## src/rtl/pll_lock_divider_pkg.sv

```systemverilog
// Shared TX PHY definitions: lock FSM state encoding and default PLL/serializer ratios.
package pll_lock_divider_pkg;

  localparam int PLL_RATIO_DEF = 50;
  localparam int SYM_W_DEF     = 10;

  typedef enum logic [1:0] {
    ST_IDLE    = 2'd0,
    ST_MEASURE = 2'd1,
    ST_LOCKED  = 2'd2
  } pll_state_e;

endpackage

```

## src/rtl/pll_lock_divider_word_clk_div.sv

```systemverilog
// Serializer word clock: integer divide of the PLL clock, running only while enabled.
module pll_lock_divider_word_clk_div
  import pll_lock_divider_pkg::*;
#(
  parameter int DIV = SYM_W_DEF
) (
  input  logic i_clk,
  input  logic i_rst,
  input  logic i_en,
  output logic o_word_clk,
  output logic o_word_strobe
);

  localparam int DW = (DIV > 1) ? $clog2(DIV) : 1;
  localparam logic [DW-1:0] LAST = DW'(DIV - 1);
  localparam logic [DW-1:0] HALF = DW'(DIV / 2);

  logic [DW-1:0] r_div_cnt;
  logic          r_word_clk;
  logic          r_word_strobe;

  always_ff @(posedge i_clk) begin
    if (i_rst || !i_en) begin
      r_div_cnt     <= '0;
      r_word_clk    <= 1'b0;
      r_word_strobe <= 1'b0;
    end else begin
      r_div_cnt     <= (r_div_cnt == LAST) ? '0 : r_div_cnt + DW'(1);
      r_word_clk    <= (r_div_cnt < HALF);
      r_word_strobe <= (r_div_cnt == LAST);
    end
  end

  // Gating with the enable drops the outputs in the very cycle lock is lost.
  assign o_word_clk    = r_word_clk & i_en;
  assign o_word_strobe = r_word_strobe & i_en;

endmodule

```

## src/rtl/pll_lock_divider.sv

```systemverilog
// PLL lock detector: measures CLK cycles per Ref_Clk period and, once locked, drives the word clock.
//   state      | meaning
//   ST_IDLE    | waiting for the first reference edge after reset
//   ST_MEASURE | counting consecutive in-tolerance periods
//   ST_LOCKED  | lock declared, word clock divider running
module pll_lock_divider
  import pll_lock_divider_pkg::*;
#(
  parameter int EXP_RATIO = PLL_RATIO_DEF,
  parameter int TOL       = 2,
  parameter int LOCK_CNT  = 4,
  parameter int DIV       = SYM_W_DEF,
  parameter int CNT_W     = 8
) (
  input  logic             CLK,
  input  logic             RST,
  input  logic             Ref_Clk,
  output logic             Locked,
  output logic             Lock_Lost,
  output logic [CNT_W-1:0] Meas_Period,
  output logic             Word_Clk,
  output logic             Word_Strobe
);

  localparam logic [CNT_W-1:0] SAT     = CNT_W'(2 * EXP_RATIO);
  localparam logic [CNT_W-1:0] PRE_SAT = CNT_W'(2 * EXP_RATIO - 1);
  localparam logic [CNT_W-1:0] LO      = CNT_W'(EXP_RATIO - TOL);
  localparam logic [CNT_W-1:0] HI      = CNT_W'(EXP_RATIO + TOL);
  localparam int               GW      = $clog2(LOCK_CNT + 1);
  localparam logic [GW-1:0]    GOOD_LAST = GW'(LOCK_CNT - 1);

  logic             r_sync1, r_sync2, r_sync3;
  logic [CNT_W-1:0] r_period_cnt;
  logic [CNT_W-1:0] r_meas_period;
  logic [GW-1:0]    r_good_cnt;
  pll_state_e       r_state;
  logic             r_locked;
  logic             r_lock_lost;

  logic w_ref_rise, w_in_tol, w_good, w_timeout, w_bad;

  assign w_ref_rise = r_sync2 & ~r_sync3;
  assign w_in_tol   = (r_period_cnt >= LO) && (r_period_cnt <= HI);
  assign w_good     = w_ref_rise & w_in_tol;
  // Fires only on the step into saturation, so a dead reference yields one bad event.
  assign w_timeout  = ~w_ref_rise & (r_period_cnt == PRE_SAT);
  assign w_bad      = (w_ref_rise & ~w_in_tol) | w_timeout;

  always_ff @(posedge CLK) begin
    if (RST) begin
      r_sync1       <= 1'b0;
      r_sync2       <= 1'b0;
      r_sync3       <= 1'b0;
      r_period_cnt  <= '0;
      r_meas_period <= '0;
    end else begin
      r_sync1 <= Ref_Clk;
      r_sync2 <= r_sync1;
      r_sync3 <= r_sync2;
      if (w_ref_rise) begin
        r_period_cnt <= CNT_W'(1);
        if (r_state != ST_IDLE) r_meas_period <= r_period_cnt;
      end else if (r_period_cnt != SAT) begin
        r_period_cnt <= r_period_cnt + CNT_W'(1);
      end
    end
  end

  always_ff @(posedge CLK) begin
    if (RST) begin
      r_state     <= ST_IDLE;
      r_good_cnt  <= '0;
      r_locked    <= 1'b0;
      r_lock_lost <= 1'b0;
    end else begin
      r_lock_lost <= 1'b0;
      case (r_state)
        ST_IDLE: begin
          if (w_ref_rise) begin
            r_state    <= ST_MEASURE;
            r_good_cnt <= '0;
          end
        end
        ST_MEASURE: begin
          if (w_bad) begin
            r_good_cnt <= '0;
          end else if (w_good) begin
            if (r_good_cnt == GOOD_LAST) begin
              r_state    <= ST_LOCKED;
              r_locked   <= 1'b1;
              r_good_cnt <= '0;
            end else begin
              r_good_cnt <= r_good_cnt + GW'(1);
            end
          end
        end
        ST_LOCKED: begin
          if (w_bad) begin
            r_state     <= ST_MEASURE;
            r_good_cnt  <= '0;
            r_locked    <= 1'b0;
            r_lock_lost <= 1'b1;
          end
        end
        default: begin
          r_state  <= ST_IDLE;
          r_locked <= 1'b0;
        end
      endcase
    end
  end

  pll_lock_divider_word_clk_div #(
    .DIV(DIV)
  ) u_word_clk_div (
    .i_clk        (CLK),
    .i_rst        (RST),
    .i_en         (r_locked),
    .o_word_clk   (Word_Clk),
    .o_word_strobe(Word_Strobe)
  );

  assign Locked      = r_locked;
  assign Lock_Lost   = r_lock_lost;
  assign Meas_Period = r_meas_period;

endmodule

```

## config.mk

```make
export PLATFORM = sky130hd
export DESIGN_NAME = pll_lock_divider
export DESIGN_NICKNAME = d
export VERILOG_FILES = /design/src/rtl/pll_lock_divider_pkg.sv /design/src/rtl/pll_lock_divider_word_clk_div.sv /design/src/rtl/pll_lock_divider.sv
export SDC_FILE = /design/constraint.sdc
export NUM_CORES = 1
export LEC_CHECK = 0
export CAP_MARGIN = 15
export CORE_ASPECT_RATIO = 1.4
export CORE_MARGIN = 2
export CORE_UTILIZATION = 45
export DETAILED_ROUTE_END_ITERATION = 8
export PLACE_DENSITY = 0.78
export SKIP_LAST_GASP = 1
export SLEW_MARGIN = 40
export SYNTH_ARGS = -nofsm -noshare
export SYNTH_HDL_FRONTEND = slang
export SYNTH_SLANG_ARGS = --single-unit
export TNS_END_PERCENT = 20
```

## constraint.sdc

```tcl
create_clock -name CLK -period 3.1 [get_ports CLK]
set_input_delay 0.31 -clock CLK [delete_from_list [all_inputs] [get_ports CLK]]
set_output_delay 0.31 -clock CLK [all_outputs]
set_load 0.03 [all_outputs]
```

==> impl_results.md <==
- Remaining DRCs: 0
- Clock slew at reported path FFs: ~0.07 ns
- Pleak: 0.000622 uW
- Async SR Flop Fraction: 0%
- Largest net degree at the start of global routing: 23
- Detailed Route WL: about 2800 um
- Adder-cell share of the synthesized area: between 5 and 6%
- Min Hold Slack: 0.465 ns
- Peak VDD IR: 0.339 mV
- Die area: 0.00372 sq mm
- Row cnt: 24
- R2R Path Start: r_period_cnt[0]
- Setup slack, reg-to-reg: 1.33 ns
- Die width: 52.1 um
- # Post-CTS Setup Buffers: 0
- Worst R2R End: r_good_cnt[0]
- Post-synthesis xor/xnor area fraction: 4.21%
- GRT Total Usage: between 15 and 20%
- DP HPWL: 2040 um
- RSZ-0062 raised after global routing: no
- Setup TNS: 0 ns
- Antenna viol nets, final: 0
- Dominant cells by area after synthesis: dfxtp_1, mux2i_1, nor2_1
- Crit. Startpoint: Locked
- Synth unique cells: 39
- Achievable Freq: 553 MHz
- Layout Skew: 0.00793 ns
- Min-Delay Path Class: reg2reg
- CTS Sinks: 32
- Initial antenna violation count: 0
- Grt total ovfl: 0
- Vias per inst: 5.47
- Post-CTS Hold Buffers: 0
- Status: finished, final reports clean
- CTS Buffer Depth: 2
- Layout Nets: 173
- Setup Crit Path Kind: reg2out
- Max Slew Vio Count: 0
- Worst Reg-to-Reg Cells: 6
- FF+latch count, synth: 32
- Synth warn: 0
- Syn Std Cell Area: between 0.001 and 0.0015 sq mm
- Compound-Gate Fraction of Synth Area: 10.0%
- Register Area: 641 sq um
- Routed wire per std cell: 13.6 um
- CTS H-tree lvls: 2
- Post-synth EDFFs: 0
- Cell accounting for the most synthesized area: dfxtp_1
- PostCTS Resize Cnt: 0
- Share of synthesized area spent on multiplexers: 6.18%
- Slew HR: 50.0%
- Hold Vio Cnt, Final: 0
- Clock latency on the worst-skew pair: 0.29 ns
- Gp weighted congestion: 0.798
- Post-synth top area share: 43.9%
- Synth Area in Simple Gates: 24.9%
- Filler instances: 284
- Vias after detailed routing: around 1100
- Worst Path Max Fanout: 5
- Starting density of the core: 47.1%
- Core area: just over 0.003 sq mm
- Number of port buffers: 14
- Cells after Synth: 149
- Layout cells sized above 1: 10.9%
- Multi-input logic area: 736 sq um
- Vias in the first global route: 1142
- WP data arrival: 1.50 ns
- First-pass GRT wire length: 4820 um
- Top-Level Pins: 15
- Area Overhead vs Synth: 15.5%
- Worst Setup EP: Word_Strobe
- CP Launch Type: register
- Synth Net Count: 158
- Largest family of logic cells by synthesized area: simple AND/OR/NAND/NOR gates
- Min Tclk post-route: 1.81 ns
- PD cells: roughly 470 mW/mm^2
- Synth Flop Type: dfxtp_1
- Final setup violation count: 0
- Antenna cells: 0
- Register area share after synthesis: 43.9%
- Post-synth top cells: dfxtp_1, nor2_1, mux2i_1
- Drt initial violations: 18
- Setup crit end kind: output pin
- Maxcap violations: 0
- Worst slew pin tran: 0.747 ns
- Clock buffer count from CTS: 5
- Die Span Y: 71.3 um
- Final period util: 58.4%
- CTS tree: built
- First-pass iteration count of the detailed router: 4
- Mean Syn Cell Area: approximately 10 sq um
- Clk root buf: clkbuf_8
- CP required: 2.79 ns
- Most frequent cell after synthesis: dfxtp_1
==> registers in the layout, summed over array words and instances, names as in the netlist <==
name                          count
r_sync1                           1
u_word_clk_div.r_word_clk         1
u_word_clk_div.r_div_cnt          4
Lock_Lost                         1
Locked                            1
r_state                           2
r_good_cnt                        3
Meas_Period                       8
r_sync3                           1
r_period_cnt                      8
u_word_clk_div.r_word_strobe      1
r_sync2                           1
==> power breakdown <==
part	internal, uW	switching [uW]	leakage (uW)
logic	15.4	19.1	0.000312
clock network	177	153	0.0000510
registers	417	7.59	0.000259
==> cells in the final DEF (no fill, tap or decap), types with 2 or more instances in the layout <==
cell type        netlist  layout
nand3b_1               2       2
ha_1                   6       6
clkinv_2               0       2
nor2_1                22      22
and2_1                 4       4
nor3_1                 3       3
and3_2                 2       2
nand4_1                4       4
nor2b_1                6       6
dfxtp_1               32      32
xnor2_1                2       2
inv_1                  7       7
a31oi_1                2       2
or3_1                  2       2
a41oi_1                2       2
a21oi_1                4       4
a311oi_1               2       2
nand2b_1               5       5
nand3_1                5       5
nand2_1                2       2
clkdlybuf4s50_1        0      14
a41o_1                 2       2
clkbuf_8               0       6
mux2i_1                9       9
xor2_1                 5       5
==> through the flow <==
step / total power [uW] / util (%) / area [sq um] / setup slack (ns) / instances
CTS: 795 / 54.4 / 1680 / 1.28 / 204
detailed placement: 468 / 51.5 / 1590 / 1.18 / 196
finish: 788 / 54.4 / 1680 / 1.29 / 204
global placement: 465 / 51.5 / 1590 / 1.24 / 196
floorplan: 462 / - / 1460 / 1.59 / 149
global route: 818 / 54.4 / 1680 / 1.18 / 204
==> cell type report <==
class | count | share of cell area (%)
Clock inverter | 2 | 0.594
Multi-Input combinational cell | 104 | 43.7
Sequential cell | 32 | 38.0
Timing Repair Buffer | 14 | 8.32
Clock buffer | 6 | 4.90
Inverter | 7 | 1.56
Tap cell | 39 | 2.90
==> metal layers <==
layer  track usage, %  vias up  wire, um
met3             4.58        7       100
met5                0        -         0
met2             29.8       28      1460
met1             18.9      537      1140
met4             9.94        0        66
li1                 -      544         -
==> worst max-delay path, cell delays in order (launching register included) <==
cell and delay, ns:
dfxtp_1 0.40, and2_1 0.15, clkdlybuf4s50_1 0.67
==> logic make-up (layout without fill, tap and decap cells) <==
logic type / Yosys count / in the layout
AO/OA/AOI/OAI: 18 / 18
adder cells (fa/ha/maj): 6 / 6
multiplexers: 9 / 9
AND/OR/NAND/NOR: 64 / 64
XOR/XNOR: 7 / 7
buffers and inverters: 13 / 29
flip-flops: 32 / 32
==> worst min path at each step <==
stage	endpoint	depth (start not counted)	start
floorplan	r_sync2	1	r_sync1
global placement	r_sync2	1	r_sync1
detailed placement	r_sync2	1	r_sync1
CTS	r_good_cnt[2]	2	r_good_cnt[2]
global route	r_sync2	1	r_sync1
finish	r_sync2	1	r_sync1
Power figures use the tool's default switching activity.
